## src/rtl/pool_ctrl.sv

```systemverilog
`default_nettype none
// ============================================================================
// pool_ctrl : streaming 2x2 signed max-pool controller with one-row line buffer
// Revision  : 1.0
// ============================================================================

module pool_max4 (
  input  logic [31:0] cnn_data,
  output logic [7:0]  pool_o
);
  logic signed [7:0] w_p0, w_p1, w_p2, w_p3, w_m01, w_m23;

  assign w_p0   = cnn_data[7:0];
  assign w_p1   = cnn_data[15:8];
  assign w_p2   = cnn_data[23:16];
  assign w_p3   = cnn_data[31:24];
  assign w_m01  = (w_p0 > w_p1) ? w_p0 : w_p1;
  assign w_m23  = (w_p2 > w_p3) ? w_p2 : w_p3;
  assign pool_o = (w_m01 > w_m23) ? w_m01 : w_m23;
endmodule

module pool_ctrl #(
  parameter int IMG_W = 28,
  parameter int IMG_H = 28
) (
  input  logic       clk,
  input  logic       rst,
  input  logic       start,
  input  logic [7:0] in_data,
  input  logic       in_valid,
  output logic       in_ready,
  output logic [7:0] out_data,
  output logic       out_valid,
  input  logic       out_ready,
  output logic       busy,
  output logic       frame_done
);
  localparam int COL_W = $clog2(IMG_W);
  localparam int ROW_W = $clog2(IMG_H);
  localparam logic [COL_W-1:0] C_COL_LAST = COL_W'(IMG_W - 1);
  localparam logic [ROW_W-1:0] C_ROW_LAST = ROW_W'(IMG_H - 1);

  typedef enum logic [1:0] {
    S_IDLE = 2'd0,
    S_RUN  = 2'd1,
    S_DONE = 2'd2
  } state_t;

  state_t           state_q;
  logic [ROW_W-1:0] row_q, row_d;
  logic [COL_W-1:0] col_q, col_d;
  logic             in_done_q, in_done_d;
  logic             out_valid_q, busy_q, frame_done_q;
  logic [7:0]       h0_q, out_data_q;
  logic [7:0]       lb_q [IMG_W];

  logic             w_odd_row, w_odd_col, w_in_ready, w_xfer, w_load, w_last_px;
  logic [COL_W-1:0] w_col_m1;
  logic [7:0]       w_pool;

  assign w_odd_row = row_q[0];
  assign w_odd_col = col_q[0];
  assign w_col_m1  = col_q - COL_W'(1);
  assign w_last_px = (row_q == C_ROW_LAST) && (col_q == C_COL_LAST);

  // Only the pixel completing a 2x2 window needs room in the output register.
  assign w_in_ready = (state_q == S_RUN) && !in_done_q &&
                      (!(w_odd_row && w_odd_col) || !out_valid_q || out_ready);
  assign w_xfer     = in_valid && w_in_ready;
  assign w_load     = w_xfer && w_odd_row && w_odd_col;

  pool_max4 u_pool (
    .cnn_data ({in_data, h0_q, lb_q[col_q], lb_q[w_col_m1]}),
    .pool_o   (w_pool)
  );

  always_comb begin
    row_d     = row_q;
    col_d     = col_q;
    in_done_d = in_done_q;
    if (w_xfer) begin
      if (w_last_px) begin
        in_done_d = 1'b1;
      end else if (col_q == C_COL_LAST) begin
        col_d = '0;
        row_d = row_q + 1'b1;
      end else begin
        col_d = col_q + 1'b1;
      end
    end
  end

  always_ff @(posedge clk) begin
    if (rst) begin
      state_q      <= S_IDLE;
      row_q        <= '0;
      col_q        <= '0;
      in_done_q    <= 1'b0;
      h0_q         <= '0;
      out_data_q   <= '0;
      out_valid_q  <= 1'b0;
      busy_q       <= 1'b0;
      frame_done_q <= 1'b0;
    end else begin
      frame_done_q <= 1'b0;
      case (state_q)
        S_IDLE: begin
          if (start) begin
            state_q   <= S_RUN;
            busy_q    <= 1'b1;
            row_q     <= '0;
            col_q     <= '0;
            in_done_q <= 1'b0;
          end
        end
        S_RUN: begin
          row_q     <= row_d;
          col_q     <= col_d;
          in_done_q <= in_done_d;
          if (w_xfer && w_odd_row && !w_odd_col) begin
            h0_q <= in_data;
          end
          if (w_load) begin
            out_data_q  <= w_pool;
            out_valid_q <= 1'b1;
          end else if (out_ready) begin
            out_valid_q <= 1'b0;
          end
          // Inputs exhausted, so the accepted output is the frame's last.
          if (in_done_q && out_valid_q && out_ready) begin
            state_q      <= S_DONE;
            busy_q       <= 1'b0;
            frame_done_q <= 1'b1;
          end
        end
        S_DONE: begin
          state_q <= S_IDLE;
        end
        default: begin
          state_q <= S_IDLE;
        end
      endcase
    end
  end

  always_ff @(posedge clk) begin
    if (w_xfer && !w_odd_row) begin
      lb_q[col_q] <= in_data;
    end
  end

  assign in_ready   = w_in_ready;
  assign out_data   = out_data_q;
  assign out_valid  = out_valid_q;
  assign busy       = busy_q;
  assign frame_done = frame_done_q;
endmodule

`default_nettype wire

```

## config.mk

```make
export PLATFORM = sky130hd
export DESIGN_NAME = pool_ctrl
export DESIGN_NICKNAME = d
export VERILOG_FILES = /design/src/rtl/pool_ctrl.sv
export SDC_FILE = /design/constraint.sdc
export NUM_CORES = 1
export LEC_CHECK = 0
export ABC_AREA = 1
export ABC_CLOCK_PERIOD_IN_PS = 4600
export BUFFER_PORTS_ARGS = -buffer_cell sky130_fd_sc_hd__clkbuf_2
export CAP_MARGIN = 25
export CORE_ASPECT_RATIO = 0.6
export CORE_UTILIZATION = 57
export CTS_CLUSTER_DIAMETER = 60
export CTS_CLUSTER_SIZE = 25
export DETAILED_ROUTE_END_ITERATION = 10
export HOLD_SLACK_MARGIN = 0.1
export PLACE_DENSITY = 0.8
export SLEW_MARGIN = 20
export SYNTH_ARGS = -nofsm -noshare
export SYNTH_HDL_FRONTEND = slang
export SYNTH_SLANG_ARGS = --single-unit
```

## constraint.sdc

```tcl
create_clock -name clk -period 4.6 [get_ports clk]
set_clock_uncertainty 0.1 [all_clocks]
set_input_delay 0.23 -clock clk [delete_from_list [all_inputs] [get_ports clk]]
set_output_delay 0.23 -clock clk [all_outputs]
set_load 0.1 [all_outputs]
```

=== After elaboration in Yosys (flattened, before gate mapping) ===
Memories as Yosys holds them, arrays and structs flattened. A register that Yosys moved wholly into a read port is not among the register bits.
Index checks and enable logic that the tools add are counted.

* Bits in registers: 32
* Memory bits (writable): 224
* Bits of input ports: 13
* Word-level logic and storage cells: 85
* Memories kept: 1

* Add/sub/neg operators: 3
* Magnitude comparators: 3
* Equality and inequality tests: 9
* Muxes and demuxes: 29
* Bitwise logic cells: 1
* Reduce and logical (&&, ||, !) cells: 30

{| class="wikitable"
|+ Memory list
! memory !! depth !! width !! read ports !! clocked after memory_dff !! write ports !! RTL line !! source
|-
| lb_q || 28 || 8 || 2 || 1 || 1 || 55 || <nowiki>logic [7:0] lb_q [IMG_W];</nowiki>
|}

{| class="wikitable"
|+ Operators with widths
! operator !! number
|-
| $mux 5 || 9
|-
| $gt 8x8->1 || 3
|-
| $mux 8 || 3
|-
| $pmux 5 s2 || 2
|-
| $logic_and 1x1->1 || 11
|-
| $add 5x1->5 const B || 2
|-
| $eq 5x5->1 const B || 2
|-
| $mux 1 || 10
|-
| $ne 2x2->1 const B || 4
|-
| $reduce_and 2->1 || 4
|-
| $reduce_and 4->1 || 2
|-
| $logic_not 1->1 || 5
|-
| $reduce_and 5->1 || 1
|-
| $sub 5x1->5 const B || 1
|-
| $mux 2 || 2
|-
| $ne 2x1->1 const B || 2
|-
| $pmux 1 s2 || 2
|-
| $pmux 2 s2 || 1
|-
| $reduce_bool 2->1 || 2
|-
| $reduce_and 3->1 || 1
|-
| $eq 2x1->1 const B || 1
|-
| $logic_not 2->1 || 1
|-
| $logic_or 1x1->1 || 2
|-
| $reduce_or 2->1 || 1
|-
| $not 1->1 || 1
|}

=== Logic depth before layout (Yosys ltp) ===
Gate-level depths: netlist (run 1).

* Depth after elaboration: 10
* Depth in mapped cells: 41
* Mapped depth without buffers: 35

=== Modules after synthesis ===
A second synthesis (run 1) with hierarchy kept.

* Cells, all modules: 1636
* Area total of the unflattened synthesis: 14203.6 um^2

{| class="wikitable"
|+ Modules (own cells, without submodules)
! module !! instances !! cells an instance !! area an instance (um^2)
|-
| pool_ctrl || 1 || 1439 || 13066.3
|-
| pool_max4 || 1 || 197 || 1137.3
|}

=== Worst setup path before layout (run 1) ===
OpenSTA, ideal clock, no wires.

* Kind: flip-flop to flip-flop
* Start point: register col_q[0]
* End point: register out_data_q[5] (netlist: out_data[5])
* Data arrival time: 4842 ps
* Setup slack: -407 ps
* Cell stages (with the launch flop): 39
* Buffers on the path: 6
* Cells stage by stage: dfxtp_1 > inv_2 > buf_2 > buf_2 > buf_2 > ha_1 > inv_2 > buf_2 > clkbuf_1 > nand3_1 > nand3_1 > nand3_1 > nand2_1 > nand2_1 > nand2_1 > inv_1 > ha_1 > inv_1 > (+3 left out) > nand3_1 > inv_1 > nand2_1 > nand2_1 > inv_1 > ha_1 > a21oi_1 > o21ai_0 > nand2_1 > nand2_1 > nand2_1 > nand2_1 > nand2_1 > clkbuf_1 > nand3_1 > nand2_1 > nor2_1 > nor2_1

* Longest elaborated chain between the ends: 9
* Elaborated cells between the ends (all ways): 15
* Those cells by class: add/sub: 1; order compare: 2; mux: 2; reduce/logical: 9; memory: 1

{| class="wikitable"
|+ Ends and longest elaborated chain
! what !! RTL line !! source
|-
| from (decl) || 51 || <nowiki>logic [COL_W-1:0] col_q, col_d;</nowiki>
|-
| from (signal assigned) || 118 || <nowiki>col_q <= col_d;</nowiki>
|-
| branches (longest 9 deep; another with $mem_v2 28x8) || n/a ||
|-
| to (signal assigned) || 124 || <nowiki>out_data_q <= w_pool;</nowiki>
|-
| to (decl) || 54 || <nowiki>logic [7:0] h0_q, out_data_q;</nowiki>
|}

Several ways; the timed one is not identified.
A chain may end at the register's enable or synchronous reset.

=== Worst setup path in the final report (run 1) ===
* Start point: register col_q[0]
* End point: register out_data_q[7] (netlist: out_data[7])

Same word-level chain as after synthesis.

==> results of run 1 <==
## worst register-to-register path: cells and delay by family (launching register included)
kind / cells / cell delay (ns)
AND/OR/NAND/NOR: 21 / 1.91
adder cells (fa/ha/maj): 3 / 0.88
buffers and inverters: 7 / 0.78
flip-flops: 1 / 0.39
AO/OA/AOI/OAI: 2 / 0.30
## layout make-up
cell class,instances,area [µm²]
multi-input cells,1257,5810
clock buffers,18,387
diodes,2,5.00
flip-flops and latches,261,7480
well taps,322,403
clock inverters,6,50.0
inverters,155,603
repair buffers,105,1010
fillers,1940,8530
## cell families (layout without fill, tap and decap cells)
group | count (synthesis) | count (layout) | synth area share, %
buffers and inverters | 251 | 284 | 7.27
xor gates and xnor gates | 4 | 4 | 0.353
other | 0 | 2 | 0
AOI/OAI and AO/OA | 87 | 87 | 3.26
DFF | 261 | 261 | 52.7
adders and majority gates | 29 | 29 | 2.56
and+or+nand+nor | 1137 | 1137 | 33.9
## metal layers
metal  up-vias  global-route usage [%]  wire length, µm
met3       139                    12.4             7750
li1       5877                       -                -
met1      6093                    51.2            18400
met2       993                    47.6            18400
met5         -                       0                0
met4         0                    9.68             1430
## worst paths after layout
path	startpoint	to	slack, ns	cells after the start
worst max-delay path	col_q[0]	out_data[7]	0.14	33
worst min register to register	h0_q[3]	h0_q[3]	0.39	2
worst min-delay path	in_data[4]	out_data[4]	0.14	7
worst max register to register	col_q[0]	out_data[7]	0.14	33
## state kept, by name, summed over array words and instances, names as in the netlist, named ones only
register	count
busy	1
col_q	5
frame_done	1
h0_q	8
in_done_q	1
lb_q	224
out_data	8
out_valid	1
row_q	5
state_q	2
## power groups by stage
stage	Sequential (µW)	Clock (µW)	Combinational [µW]
after floorplan	2680	0	1610
after global placement	2660	0	2640
after detailed placement	2660	0	2680
after CTS	2610	1440	2690
after global routing	2610	1510	3280
final	2610	1460	3040
## synth_stat cells (2+ instances only)
| library cell | count |
|---|---|
| nand2_1 | 654 |
| nand3_1 | 362 |
| edfxtp_1 | 224 |
| inv_1 | 142 |
| nor2_1 | 96 |
| buf_2 | 53 |
| dfxtp_1 | 37 |
| o21ai_0 | 37 |
| a21oi_1 | 33 |
| clkbuf_1 | 31 |
| ha_1 | 29 |
| inv_2 | 13 |
| o21ai_1 | 9 |
| buf_1 | 7 |
| nor3_1 | 7 |
| o211ai_1 | 6 |
| nand4_1 | 5 |
| buf_4 | 4 |
| nor2_4 | 3 |
| nand2_2 | 2 |
| nand3_2 | 2 |
## metrics by stage
stage | TNS, ns | cell area [µm²]
CTS | 0 | 15400
floorplan | 0 | 14200
global route | -0.318 | 15700
finish | 0 | 15700
global placement | 0 | 14900
detailed placement | 0 | 14900
## repair_timing
item,4_1_cts,5_1_grt
resized for setup,0,45
hold buffers,3,0
hold endpoints to repair,14,0
endpoints found under the setup margin,0,8
setup buffers,0,4
==> results.yml, run 1 <==
pwr:
  vdd_drop_max_uv: 380
  switching_share_pct: 38.7
  p_switching_uw: 2750
  seq_power_share_pct: 36.7
  pwr-share-comb_pct: 42.8
  total_power_uw: 7110
  p_int_uw: 4360
  clkPwrFrac_pct: 20.5
  total_leakage_power_uw: 0.00670
  power.density_nw_per_um2: 452
placement:
  gp_congestion: 1.08
  io_buffers: 24
  pre_cts_ws_ns: 0.0490
  dp_hpwl_mm: 29.2
  dp.cells: 2087
route:
  routed_wl_mm: 46.0
  vias_per_cell: 6.16
  drt_drc_violations_left: 0
  via_count: 13100
  wl_per_cell_um: 21.6
  drt-initial-drc-count: 2267
  firstDrtPassIters: 6
  ant_nets: 0
layout:
  stdcell_count: 2126
  final_nets: 1837
  layout_common_cells: "nand2_1 (649), nand3_1 (349), edfxtp_1 (224)"
  final_common_cell: "nand2_1"
  drive_above_1_share_pct: 9.93
  synthToLayoutAreaGrowth_pct: 11.0
  finish.utilization_pct: 64.9
global_route:
  globalRouteOverflowTotal: 0
  grt_usage_pct: 34.7
  grt_max_degree: 115
  antenna_found_initial: 1
  grt_pass1_vias: 11300
  grt_pass1_wl_mm: 65.3
sta:
  max_freq_mhz: 224
  slew_violations: 0
  hold_viol: 0
  relSlewSlack_pct: 26.0
  fin_crit_sh_pct: 97.0
  final.setup.worst_slack_ns: 0.136
  hold_ws_ns: 0.140
  finalSetupViolCount: 0
  fin_crit_ns: 4.46
  max_slew.worst_pin.slew_ns: 1.11
yosys:
  synth_largest_area_cell: "edfxtp_1"
  syn-num-nets: 1811
  ys_types: 34
  synthArstFlopShare_pct: 0
  syn_area_per_cell_um2: 8.02
  ys_ff_latch: 261
  synth_ff_type: "edfxtp_1"
  ys_warn_count: 0
  synth_area_leaders: "edfxtp_1 (47%), nand2_1 (17%), nand3_1 (13%), dfxtp_1 (5.2%), inv_1 (3.8%)"
  syn_inst: 1769
  synth_top_cell_area_share_pct: 47.4
  seq_area_frac_synth_pct: 52.7
  syn_area_um2: 14200
  synth_edf_count: 224
floorplan:
  die_y_um: 124
  dieWidth_um: 206
  row_count: 44
  core_area_um2: 24300
  start_util_pct: 58.4
  die_area_um2: 25500
  ios: 25
clock_network:
  cts_buffer_depth: 3
  insertion_delay_ns: 0.52
  path_clk_slew_ns: 0.10
  cts_max_level: 1
  root_buffer: "clkbuf_16"
  cts.sinks: 261
  cts_tree: "yes"
  cts_inserted_buffers: 15
job:
  maxCapViolCount: 0
min_path:
  hp-class: "input pin to flip-flop"
setup_path:
  max_stage_delay_ns: 0.39
  worst_path_most_repeated_cell: "nand2_1"
  crit_slowest_cell: "dfxtp_4"
  worst-endpoint-required_ns: 4.91
  critPathBufInv: 7
  cp_max_fo: 20
  cp-end-kind: "flip-flop"
  cp.arrival_ns: 4.78
  worst_setup_path_start_kind: "flip-flop"
  crit_family: "simple AND/OR/NAND/NOR gates"
  crit_type: "flip-flop to flip-flop"
outcome:
  status: "finished clean"
Note: power is estimated with default switching activity, not from simulation.
==> run 2: changes to the inputs <==
==> config.mk (replaced) <==
export PLATFORM = sky130hd
export DESIGN_NAME = pool_ctrl
export DESIGN_NICKNAME = d
export VERILOG_FILES = /design/src/rtl/pool_ctrl.sv
export SDC_FILE = /design/constraint.sdc
export NUM_CORES = 1
export LEC_CHECK = 0
export ABC_AREA = 0
export ABC_CLOCK_PERIOD_IN_PS = 5350
export BUFFER_PORTS_ARGS = -buffer_cell sky130_fd_sc_hd__clkbuf_2
export CAP_MARGIN = 25
export CORE_ASPECT_RATIO = 0.6
export CORE_UTILIZATION = 50
export CTS_CLUSTER_DIAMETER = 60
export CTS_CLUSTER_SIZE = 25
export DETAILED_ROUTE_END_ITERATION = 10
export HOLD_SLACK_MARGIN = 0.1
export PLACE_DENSITY = 0.7
export SLEW_MARGIN = 20
export SYNTH_ARGS = -nofsm -noshare
export SYNTH_HDL_FRONTEND = slang
export SYNTH_SLANG_ARGS = --single-unit
==> constraint.sdc (replaced) <==
create_clock -name clk -period 5.35 [get_ports clk]
set_clock_uncertainty 0.1 [all_clocks]
set_input_delay 0.2675 -clock clk [delete_from_list [all_inputs] [get_ports clk]]
set_output_delay 0.2675 -clock clk [all_outputs]
set_load 0.1 [all_outputs]
==> results.yml, run 2 <==
setup_path:
  crit_slowest_cell: "a2111o_1"
  worst_setup_path_start_kind: "flip-flop"
  cp_cell_sequence: "inv_6 -> ha_4 -> xor2_4 -> mux4_2 -> mux2_4 -> o22ai_4 -> a31oi_4 -> ha_4 -> nor2b_4 -> o21a_1 -> o21ai_1 -> a21oi_1 -> o221a_2 -> mux2i_2 -> ha_2 -> or4_4 -> a221oi_2 -> o21ai_1 -> o211a_1 -> a2111o_1 -> nor2_1 -> a221o_1"
  max_stage_delay_ns: 0.55
  cp-end-kind: "flip-flop"
  critPathBufInv: 1
  crit_family: "compound AO/OA/AOI/OAI gates"
  cp.arrival_ns: 5.74
  worst-endpoint-required_ns: 5.69
  cp_max_fo: 8
  crit_type: "flip-flop to flip-flop"
route:
  vias_per_cell: 6.63
  ant_nets: 0
  via_count: 8054
  drt-initial-drc-count: 1134
  wl_per_cell_um: 28.4
  routed_wl_mm: 34.5
  drt_drc_violations_left: 0
  firstDrtPassIters: 5
yosys:
  synth-xor-area-share_pct: 0.872
  synth.most_common_cell: "edfxtp_1"
  syn-num-nets: 874
  synth_area_leaders: "edfxtp_1 (53%), mux4_2 (19%), dfxtp_1 (5.8%), mux2i_1 (3.1%), ha_1 (2.8%)"
  yosys-mux-area-fraction_pct: 22.7
  synth_compound_area_share_pct: 4.97
  syn_area_per_cell_um2: 15.3
  ys_ff_latch: 261
  seq_area_frac_synth_pct: 58.5
  synth_ff_type: "edfxtp_1"
  synth.top_cells.by_count: "edfxtp_1 (224), mux4_2 (110), nand2_1 (74)"
  post_synth_and_or_nand_nor_area_fraction_pct: 7.87
  syn_inst: 832
  ys_types: 57
  synth_top_cell_area_share_pct: 52.7
  synth_edf_count: 224
  synth_top_family_by_area: "multiplexers"
  synthArstFlopShare_pct: 0
  syn_area_um2: 12800
  ys_warn_count: 0
  synthAdderAreaFrac_pct: 2.84
  synth_largest_area_cell: "edfxtp_1"
sta:
  fin_crit_ns: 5.41
  fin_crit_sh_pct: 101
  setup_tns_ns: -0.264
  rsz0062_at_grt: "yes"
  finalSetupViolCount: 8
  final.setup.worst_slack_ns: -0.0552
  relSlewSlack_pct: 30.5
  hold_viol: 0
  max_freq_mhz: 185
  max_slew.worst_pin.slew_ns: 1.04
  slew_violations: 0
placement:
  gp_congestion: 0.976
  dp.cells: 1179
  dp_hpwl_mm: 23.9
  io_buffers: 24
job:
  maxCapViolCount: 0
clock_network:
  insertion_delay_ns: 0.49
  cts.sinks: 261
  root_buffer: "clkbuf_16"
  cts_tree: "yes"
  cts_max_level: 1
  path_clk_slew_ns: 0.09
  cts_buffer_depth: 3
  cts_inserted_buffers: 14
layout:
  synthToLayoutAreaGrowth_pct: 11.7
  stdcell_count: 1214
  regMostFlops: "lb_q"
  antenna_cells: 0
  largest_reg_flops: 224
  drive_above_1_share_pct: 28.6
  regArea_um2: 7480
  multi_input_area_um2: 5180
  final_common_cell: "edfxtp_1"
  finish.utilization_pct: 58.0
  num-fill-cells: 1839
  final_nets: 929
  layout_common_cells: "edfxtp_1 (224), mux4_2 (110), nand2_1 (74)"
global_route:
  grt_usage_pct: 26.9
  globalRouteOverflowTotal: 0
  grt_pass1_vias: 7694
  grt_max_degree: 35
  antenna_found_initial: 0
  grt_pass1_wl_mm: 50.9
min_path:
  hp-class: "input pin to flip-flop"
floorplan:
  ios: 25
  core_area_um2: 24600
  row_count: 44
  start_util_pct: 51.9
  die_area_um2: 26200
  dieWidth_um: 208
  die_y_um: 126
pwr:
  power.density_nw_per_um2: 299
  seq_power_share_pct: 52.2
  p_int_uw: 3140
  total_power_uw: 4260
  vdd_drop_max_uv: 251
  pwr-share-comb_pct: 20.7
  switching_share_pct: 26.4
  p_switching_uw: 1120
  clkPwrFrac_pct: 27.1
  total_leakage_power_uw: 0.00466
outcome:
  status: "complete, but fails checks"
  violations: "setup timing"
==> run 2: logic make-up (layout without fill, tap and decap cells) <==
family	after synthesis	count (layout)
AO/OA/AOI/OAI	94	94
XOR/XNOR	11	11
adder cells (fa/ha/maj)	29	29
buffers and inverters	70	130
flip-flops	261	261
multiplexers	152	152
AND/OR/NAND/NOR	215	215
==> run 2: layer usage <==
layer  wire length (µm)  share of wire (%)  vias up  global-route usage (%)
li1                   -                  -     3409                       -
met1              14900                 43     4051                    41.8
met2              13700                 40      548                    35.4
met3               5330                 15       46                    10.6
met4                535                1.6        0                    4.84
met5                  0                  0        -                       0
==> run 2: path summary, 6_finish.rpt <==
kind	from	end	slack, ns	depth (start not counted)
max reg2reg	col_q[0]	out_data[5]	-0.06	22
min	in_valid	in_done_q	0.17	4
min reg2reg	out_valid	out_valid	0.41	2
max	col_q[0]	out_data[5]	-0.06	22
==> run 2: repair_timing <==
action                                 CTS  global route
buffers inserted                         0            12
resized for setup                        2            24
hold buffers                             2             0
pin swaps                                0            11
setup endpoints to repair                8             8
endpoints found under the hold margin    4             0
==> run 2: tightest hold or removal path, cell delays in order <==
cell and delay (ns):
clkbuf_2 0.09, nor4b_2 0.19, a21oi_1 0.13, nor2_1 0.05
==> run 2: final cells by class <==
class	count	share of cell area (%)
Clock buffer	18	2.71
Clock inverter	3	0.149
Inverter	24	0.667
Multi-Input combinational cell	501	36.3
Sequential cell	261	52.4
Tap cell	322	2.82
Timing Repair Buffer	85	4.96
==> run 2: power groups by stage <==
stage          Sequential, µW  Clock, µW  Combinational, µW
2_1_floorplan            2270          0                510
3_3_place_gp             2270          0                764
3_5_place_dp             2270          0                768
4_1_cts                  2220       1170                779
5_1_grt                  2220       1230                940
6_report                 2220       1160                881
==> run 2: through the flow <==
step / cell area, µm² / worst slack, ns / hold WS (ns)
global placement: 13600 / 0.0576 / 0.375
CTS: 14000 / 0.0222 / 0.150
floorplan: 12800 / -0.102 / 0.266
detailed placement: 13600 / -0.0681 / 0.379
finish: 14300 / -0.0552 / 0.168
global route: 14300 / -0.191 / 0.197
